File: src/rtl/ae350_rst_pkg.sv
// Shared state encoding and output decode for the AE350 reset sequencer.
package ae350_rst_pkg;

    localparam int STATE_W = 3;

    typedef enum logic [STATE_W-1:0] {
        S_RESET     = 3'd0,
        S_WAIT_LOCK = 3'd1,
        S_DDR_INIT  = 3'd2,
        S_POR       = 3'd3,
        S_HW        = 3'd4,
        S_RUN       = 3'd5,
        S_FAIL      = 3'd6
    } rst_state_e;

    typedef struct packed {
        logic ddr_rstn;
        logic por_rstn;
        logic hw_rstn;
        logic sys_ready;
        logic fail;
    } rst_out_t;

    // Reset releases are cumulative along the sequence, so ordering holds by construction.
    function automatic rst_out_t state_outputs(input rst_state_e s);
        rst_out_t o;
        o = '0;
        case (s)
            S_DDR_INIT: o.ddr_rstn = 1'b1;
            S_POR:      o.ddr_rstn = 1'b1;
            S_HW: begin
                o.ddr_rstn = 1'b1;
                o.por_rstn = 1'b1;
            end
            S_RUN: begin
                o.ddr_rstn  = 1'b1;
                o.por_rstn  = 1'b1;
                o.hw_rstn   = 1'b1;
                o.sys_ready = 1'b1;
            end
            S_FAIL:     o.fail = 1'b1;
            default:    o = '0;
        endcase
        return o;
    endfunction

endpackage

File: src/rtl/rst_key_filter.sv
// Reset key synchroniser and debouncer: key_press pulses once per debounced press,
// key_held stays high until the key has been stably released.
module rst_key_filter #(
    parameter int DEBOUNCE_CYC = 1_000_000
) (
    input  logic clk,
    input  logic rst_n,
    input  logic key_rstn,
    output logic key_press,
    output logic key_held
);

    localparam int DW = (DEBOUNCE_CYC > 1) ? $clog2(DEBOUNCE_CYC) : 1;

    logic [1:0]    sync_reg;
    logic [DW-1:0] cnt_reg;
    logic          held_reg;
    logic          press_reg;
    logic          key_s;
    logic          moving;

    assign key_s = sync_reg[1];
    // The key is heading away from the debounced level whenever its raw level equals held_reg.
    assign moving = (key_s == held_reg);

    always_ff @(posedge clk or negedge rst_n) begin
        if (!rst_n) begin
            sync_reg  <= 2'b11;
            cnt_reg   <= '0;
            held_reg  <= 1'b0;
            press_reg <= 1'b0;
        end else begin
            sync_reg  <= {sync_reg[0], key_rstn};
            press_reg <= 1'b0;
            if (!moving) begin
                cnt_reg <= '0;
            end else if (cnt_reg == DW'(DEBOUNCE_CYC - 1)) begin
                cnt_reg   <= '0;
                held_reg  <= ~held_reg;
                press_reg <= ~held_reg;
            end else begin
                cnt_reg <= cnt_reg + DW'(1);
            end
        end
    end

    assign key_press = press_reg;
    assign key_held  = held_reg;

endmodule

File: src/rtl/ae350_reset_sequencer.sv
// Power-up / reset sequencer: PLL lock, DDR3 init with bounded retries, then POR and HW reset release.
module ae350_reset_sequencer #(
    parameter int DEBOUNCE_CYC    = 1_000_000,
    parameter int RESET_HOLD_CYC  = 64,
    parameter int DDR_TIMEOUT_CYC = 50_000_000,
    parameter int POR_HOLD_CYC    = 1024,
    parameter int HW_LAG_CYC      = 256,
    parameter int MAX_RETRY       = 3,
    parameter int CNT_W           = 26
) (
    input  logic       CLK,
    input  logic       RSTN,
    input  logic       key_rstn,
    input  logic       pll_lock,
    input  logic       ddr_init_done,
    output logic       ddr_rstn,
    output logic       por_rstn,
    output logic       hw_rstn,
    output logic       sys_ready,
    output logic       fail,
    output logic [1:0] retry_cnt,
    output logic [2:0] state_dbg
);

    import ae350_rst_pkg::*;

    localparam int N_ASYNC = 2;

    logic [1:0]         rst_sync_reg;
    logic               rst_n;
    logic [N_ASYNC-1:0] async_in;
    logic [N_ASYNC-1:0] async_sync;
    logic               lock_s;
    logic               init_s;
    logic               key_press;
    logic               key_held;

    rst_state_e         state_reg;
    rst_state_e         state_next;
    logic [1:0]         retry_reg;
    logic [1:0]         retry_next;
    logic [1:0]         retry_inc;
    logic [CNT_W-1:0]   phase_cnt_reg;
    logic               cnt_clr;
    logic               lock_loss;
    logic               init_loss;
    rst_out_t           out_reg;

    // Assert asynchronously, release only after two clean CLK edges.
    always_ff @(posedge CLK or negedge RSTN) begin
        if (!RSTN) begin
            rst_sync_reg <= '0;
        end else begin
            rst_sync_reg <= {rst_sync_reg[0], 1'b1};
        end
    end
    assign rst_n = rst_sync_reg[1];

    assign async_in = {ddr_init_done, pll_lock};

    genvar gi;
    generate
        for (gi = 0; gi < N_ASYNC; gi++) begin : g_sync
            logic [1:0] sync_reg;
            always_ff @(posedge CLK or negedge rst_n) begin
                if (!rst_n) begin
                    sync_reg <= '0;
                end else begin
                    sync_reg <= {sync_reg[0], async_in[gi]};
                end
            end
            assign async_sync[gi] = sync_reg[1];
        end
    endgenerate

    assign lock_s = async_sync[0];
    assign init_s = async_sync[1];

    rst_key_filter #(
        .DEBOUNCE_CYC (DEBOUNCE_CYC)
    ) u_key_filter (
        .clk       (CLK),
        .rst_n     (rst_n),
        .key_rstn  (key_rstn),
        .key_press (key_press),
        .key_held  (key_held)
    );

    assign lock_loss = !lock_s && (state_reg inside {S_DDR_INIT, S_POR, S_HW, S_RUN});
    assign init_loss = !init_s && (state_reg inside {S_POR, S_HW, S_RUN});
    assign retry_inc = retry_reg + 2'd1;

    always_comb begin
        state_next = state_reg;
        retry_next = retry_reg;
        if (key_press) begin
            state_next = S_RESET;
            retry_next = '0;
        end else if (lock_loss || init_loss) begin
            state_next = S_RESET;
        end else begin
            case (state_reg)
                S_RESET: begin
                    if (phase_cnt_reg >= CNT_W'(RESET_HOLD_CYC - 1) && !key_held)
                        state_next = S_WAIT_LOCK;
                end
                S_WAIT_LOCK: begin
                    if (lock_s)
                        state_next = S_DDR_INIT;
                end
                S_DDR_INIT: begin
                    // Init completion wins over a timeout landing on the same cycle.
                    if (init_s) begin
                        state_next = S_POR;
                    end else if (phase_cnt_reg == CNT_W'(DDR_TIMEOUT_CYC - 1)) begin
                        retry_next = retry_inc;
                        state_next = (retry_inc == 2'(MAX_RETRY)) ? S_FAIL : S_RESET;
                    end
                end
                S_POR: begin
                    if (phase_cnt_reg == CNT_W'(POR_HOLD_CYC - 1))
                        state_next = S_HW;
                end
                S_HW: begin
                    if (phase_cnt_reg == CNT_W'(HW_LAG_CYC - 1)) begin
                        state_next = S_RUN;
                        retry_next = '0;
                    end
                end
                S_RUN:   state_next = S_RUN;
                S_FAIL:  state_next = S_FAIL;
                default: state_next = S_RESET;
            endcase
        end
    end

    assign cnt_clr = key_press || (state_next != state_reg);

    // Outputs are decoded from state_next so they switch on the same edge as state_reg.
    always_ff @(posedge CLK or negedge rst_n) begin
        if (!rst_n) begin
            state_reg     <= S_RESET;
            retry_reg     <= '0;
            phase_cnt_reg <= '0;
            out_reg       <= '0;
        end else begin
            state_reg <= state_next;
            retry_reg <= retry_next;
            out_reg   <= state_outputs(state_next);
            if (cnt_clr) begin
                phase_cnt_reg <= '0;
            end else if (phase_cnt_reg != '1) begin
                phase_cnt_reg <= phase_cnt_reg + CNT_W'(1);
            end
        end
    end

    assign ddr_rstn  = out_reg.ddr_rstn;
    assign por_rstn  = out_reg.por_rstn;
    assign hw_rstn   = out_reg.hw_rstn;
    assign sys_ready = out_reg.sys_ready;
    assign fail      = out_reg.fail;
    assign retry_cnt = retry_reg;
    assign state_dbg = state_reg;

endmodule

File: config.mk
export PLATFORM = sky130hd
export DESIGN_NAME = ae350_reset_sequencer
export DESIGN_NICKNAME = d
export VERILOG_FILES = /design/src/rtl/ae350_rst_pkg.sv /design/src/rtl/rst_key_filter.sv /design/src/rtl/ae350_reset_sequencer.sv
export SDC_FILE = /design/constraint.sdc
export NUM_CORES = 1
export LEC_CHECK = 0
export CAP_MARGIN = 20
export CORE_ASPECT_RATIO = 1.2
export CORE_MARGIN = 8
export CORE_UTILIZATION = 60
export CTS_CLUSTER_SIZE = 25
export DETAILED_ROUTE_END_ITERATION = 8
export GPL_TIMING_DRIVEN = 1
export PLACE_DENSITY = 0.79
export SYNTH_ARGS = -nofsm -noshare
export SYNTH_HDL_FRONTEND = slang
export SYNTH_SLANG_ARGS = --single-unit
File: constraint.sdc
create_clock -name CLK -period 2.1 [get_ports CLK]
set_input_delay 0.63 -clock CLK [delete_from_list [all_inputs] [get_ports CLK]]
set_output_delay 0.63 -clock CLK [all_outputs]
set_load 0.01 [all_outputs]
==> impl_metrics.env <==
export IMPL_maxCapViolCount=0
export IMPL_drc=0
export IMPL_clock_skew_ps=8.76
export IMPL_synth_warnings=0
export IMPL_root_buffer="clkbuf_8"
export IMPL_p_per_area_nw_per_um2=545
export IMPL_setup_viol=29
export IMPL_die_x_um=84.8
export IMPL_worst_ep_required_time_ps=2370
export IMPL_ys_top_cells_by_count="dfrtp_1 (63), nor2_1 (53), nand2_1 (31)"
export IMPL_setup_slack_ps=-170
export IMPL_fp_row_count=30
export IMPL_drive_gt1_frac=0.359
export IMPL_sequentialPowerShare=0.508
export IMPL_met3_usage=0.0400
export IMPL_timing_final_crit_share=1.08
export IMPL_violations="negative setup slack"
export IMPL_grt_first_pass_wirelength_mm=14.0
export IMPL_netlist_area_um2=3410
export IMPL_power_uw=2530
export IMPL_start_util=0.610
export IMPL_ant_nets=0
export IMPL_dr_total_vias=2952
export IMPL_viasPerCell=5.77
export IMPL_crit_fanout=15
export IMPL_power_switching_uw=539
export IMPL_grt_setup_unrepaired="yes"
export IMPL_yosys_register_bits=65
export IMPL_synth_top_cell_by_area="dfrtp_1"
export IMPL_clk_pin_slew_ps=70
export IMPL_largest_reg_flops=26
export IMPL_clock_fmax_mhz=440
export IMPL_grtUsageMet1=0.241
export IMPL_slew_violations=0
export IMPL_seq_area_frac_synth=0.477
export IMPL_dp_slack_ps=-259
export IMPL_worst_ep_arrival_time_ps=2540
export IMPL_clk_latency_ps=350
export IMPL_ys_top_cells_by_area="dfrtp_1 (46%), nor2_1 (5.8%), xor2_1 (5.4%)"
export IMPL_synth_fp_nets=361
export IMPL_crit_type="reg2reg"
export IMPL_cts_max_level=3
export IMPL_ios=15
export IMPL_die_h_um=98.6
export IMPL_comb_power_share=0.019
export IMPL_r2r_end="phase_cnt_reg[24]"
export IMPL_synthDistinctLibCells=52
export IMPL_grt_busiest_layer="met2"
export IMPL_rr_worst_depth=9
export IMPL_core_area_um2=5590
export IMPL_layout_nets=452
export IMPL_finalHoldViolCount=0
export IMPL_async_flop_share=1.00
export IMPL_finalCriticalPeriod_ps=2270
export IMPL_netlist_instances=352
export IMPL_crit_path_start="phase_cnt_reg[0]"
export IMPL_cts_made_buffers=9
export IMPL_grt_pass1_vias=2998
export IMPL_clkPwrFrac=0.472
export IMPL_start_kind="flop"
export IMPL_synth_most_common_cell="dfrtp_1"
export IMPL_ir_drop_mv=0.637
export IMPL_dr_pass1_iters=4
export IMPL_synth_edf_count=0
export IMPL_swShare=0.214
export IMPL_syn_mean_instance_area_um2=9.69
export IMPL_grt_usage=0.211
export IMPL_power_leakage_uw=0.00215
export IMPL_outcome="complete, but fails checks"
export IMPL_cts_buffer_depth=2
export IMPL_wire_per_inst_um=16.9
export IMPL_holdBufCountCts=0
export IMPL_r2r_slack_ps=-170
export IMPL_fin_setup_tns_ps=-3570
export IMPL_timing_rr_start="phase_cnt_reg[0]"
export IMPL_clkSinkCount=65
export IMPL_antenna_found_initial=0
export IMPL_grtUsageMet2=0.364
export IMPL_place_congestion=0.933
export IMPL_drt_initial_drc_count=190
export IMPL_syn_to_final_growth_pct=35.8
export IMPL_min_path_type="reg2async"
export IMPL_cts_tree="done"
export IMPL_ys_flop_type="dfrtp_1"
export IMPL_critPathCaptureType="flop"
export IMPL_p_int_uw=1990
export IMPL_yosysTopAreaCellShare=0.462
export IMPL_port_buffers=14
export IMPL_n_antenna_cell=0
export IMPL_wl_mm=8.66
export IMPL_fin_util=0.828
export IMPL_grt_max_degree=45
export IMPL_hpwl_mm=5.64
export IMPL_grt_overflow_total=0
export IMPL_fp_dieArea_um2=8370
==> through the flow <==
step                cell area [µm²]  hold WS, ps  std cells
floorplan                      3440          331        352
global placement               4110          232        484
detailed placement             4110          242        484
CTS                            4530          246        509
global route                   4630          273        512
finish                         4630          225        512
==> power by group through the flow <==
| stage | logic (µW) | registers (µW) | clock network (µW) |
|---|---|---|---|
| 2_1_floorplan | 16.7 | 1310 | 0 |
| 3_3_place_gp | 48.4 | 1310 | 0 |
| 3_5_place_dp | 49.2 | 1310 | 0 |
| 4_1_cts | 49.4 | 1280 | 1210 |
| 5_1_grt | 56.7 | 1290 | 1260 |
| 6_report | 49.1 | 1280 | 1190 |
==> cell type report <==
cell class	instances	area (µm²)
flip-flops and latches	65	1630
multi-input cells	269	1890
well taps	64	80.1
inverters	7	28.8
clock buffers	10	138
repair buffers	91	766
clock inverters	6	91.3
fillers	307	961
==> routing by layer <==
layer | wire length [µm] | up-vias
li1 | - | 1401
met1 | 3630 | 1440
met2 | 4410 | 83
met3 | 361 | 28
met4 | 262 | 0
met5 | 0 | -
==> critical path, stage by stage, from the launching register on <==
cell and delay, ps:
dfrtp_1 380, ha_2 220, and3_1 200, a31oi_2 250
a21oi_2 100, a211oi_2 290, a31o_2 260, o211ai_4 120
buf_12 180, nor3_2 180
==> worst max-delay path by stage <==
stage | end | depth (start not counted) | slack (ps)
2_1_floorplan | phase_cnt_reg[18] | 8 | -10
3_3_place_gp | phase_cnt_reg[14] | 8 | -200
3_5_place_dp | retry_cnt[1] | 8 | -260
4_1_cts | phase_cnt_reg[24] | 8 | -90
5_1_grt | phase_cnt_reg[24] | 9 | -290
6_report | phase_cnt_reg[24] | 9 | -170
==> what timing repair did <==
item                                    CTS  global route
endpoints found under the setup margin   32            50
pin swaps                                13             7
resized for setup                        31            21
buffers inserted                          9             3
==> cell usage in the layout (no fill, tap or decap), types with 3 or more instances in the layout <==
cell type / Yosys / routed
nand4_1: 11 / 11
nor2_1: 53 / 49
and4_1: 4 / 3
nor3_2: 0 / 4
nor4_1: 5 / 3
nand2b_1: 5 / 4
xnor2_1: 19 / 19
xor2_1: 21 / 21
mux2i_1: 3 / 3
nand3_1: 21 / 20
and3_1: 8 / 8
clkdlybuf4s50_1: 0 / 11
clkbuf_8: 0 / 10
nor3b_1: 5 / 3
dfrtp_1: 63 / 59
buf_6: 1 / 3
a21oi_2: 2 / 6
nor2_4: 0 / 3
dfrtp_2: 0 / 4
a211oi_2: 0 / 3
inv_1: 7 / 5
clkinvlp_4: 0 / 3
a21oi_1: 9 / 5
buf_4: 1 / 71
nor3_1: 14 / 9
or2_2: 5 / 4
or3_1: 5 / 5
nor2_2: 10 / 11
nand2_1: 31 / 30
==> logic make-up (layout without fill, tap and decap cells) <==
| kind of cell | Yosys count | count (layout) | synth area share |
|---|---|---|---|
| AND/OR/NAND/NOR | 192 | 192 | 0.302 |
| flip-flops | 65 | 65 | 0.477 |
| XOR/XNOR | 40 | 40 | 0.103 |
| AO/OA/AOI/OAI | 29 | 29 | 0.0653 |
| buffers and inverters | 18 | 114 | 0.0282 |
| adder cells (fa/ha/maj) | 4 | 4 | 0.0147 |
| multiplexers | 3 | 3 | 0.00880 |
| other | 1 | 1 | 0.00110 |
(Power assumes the default switching activity.)
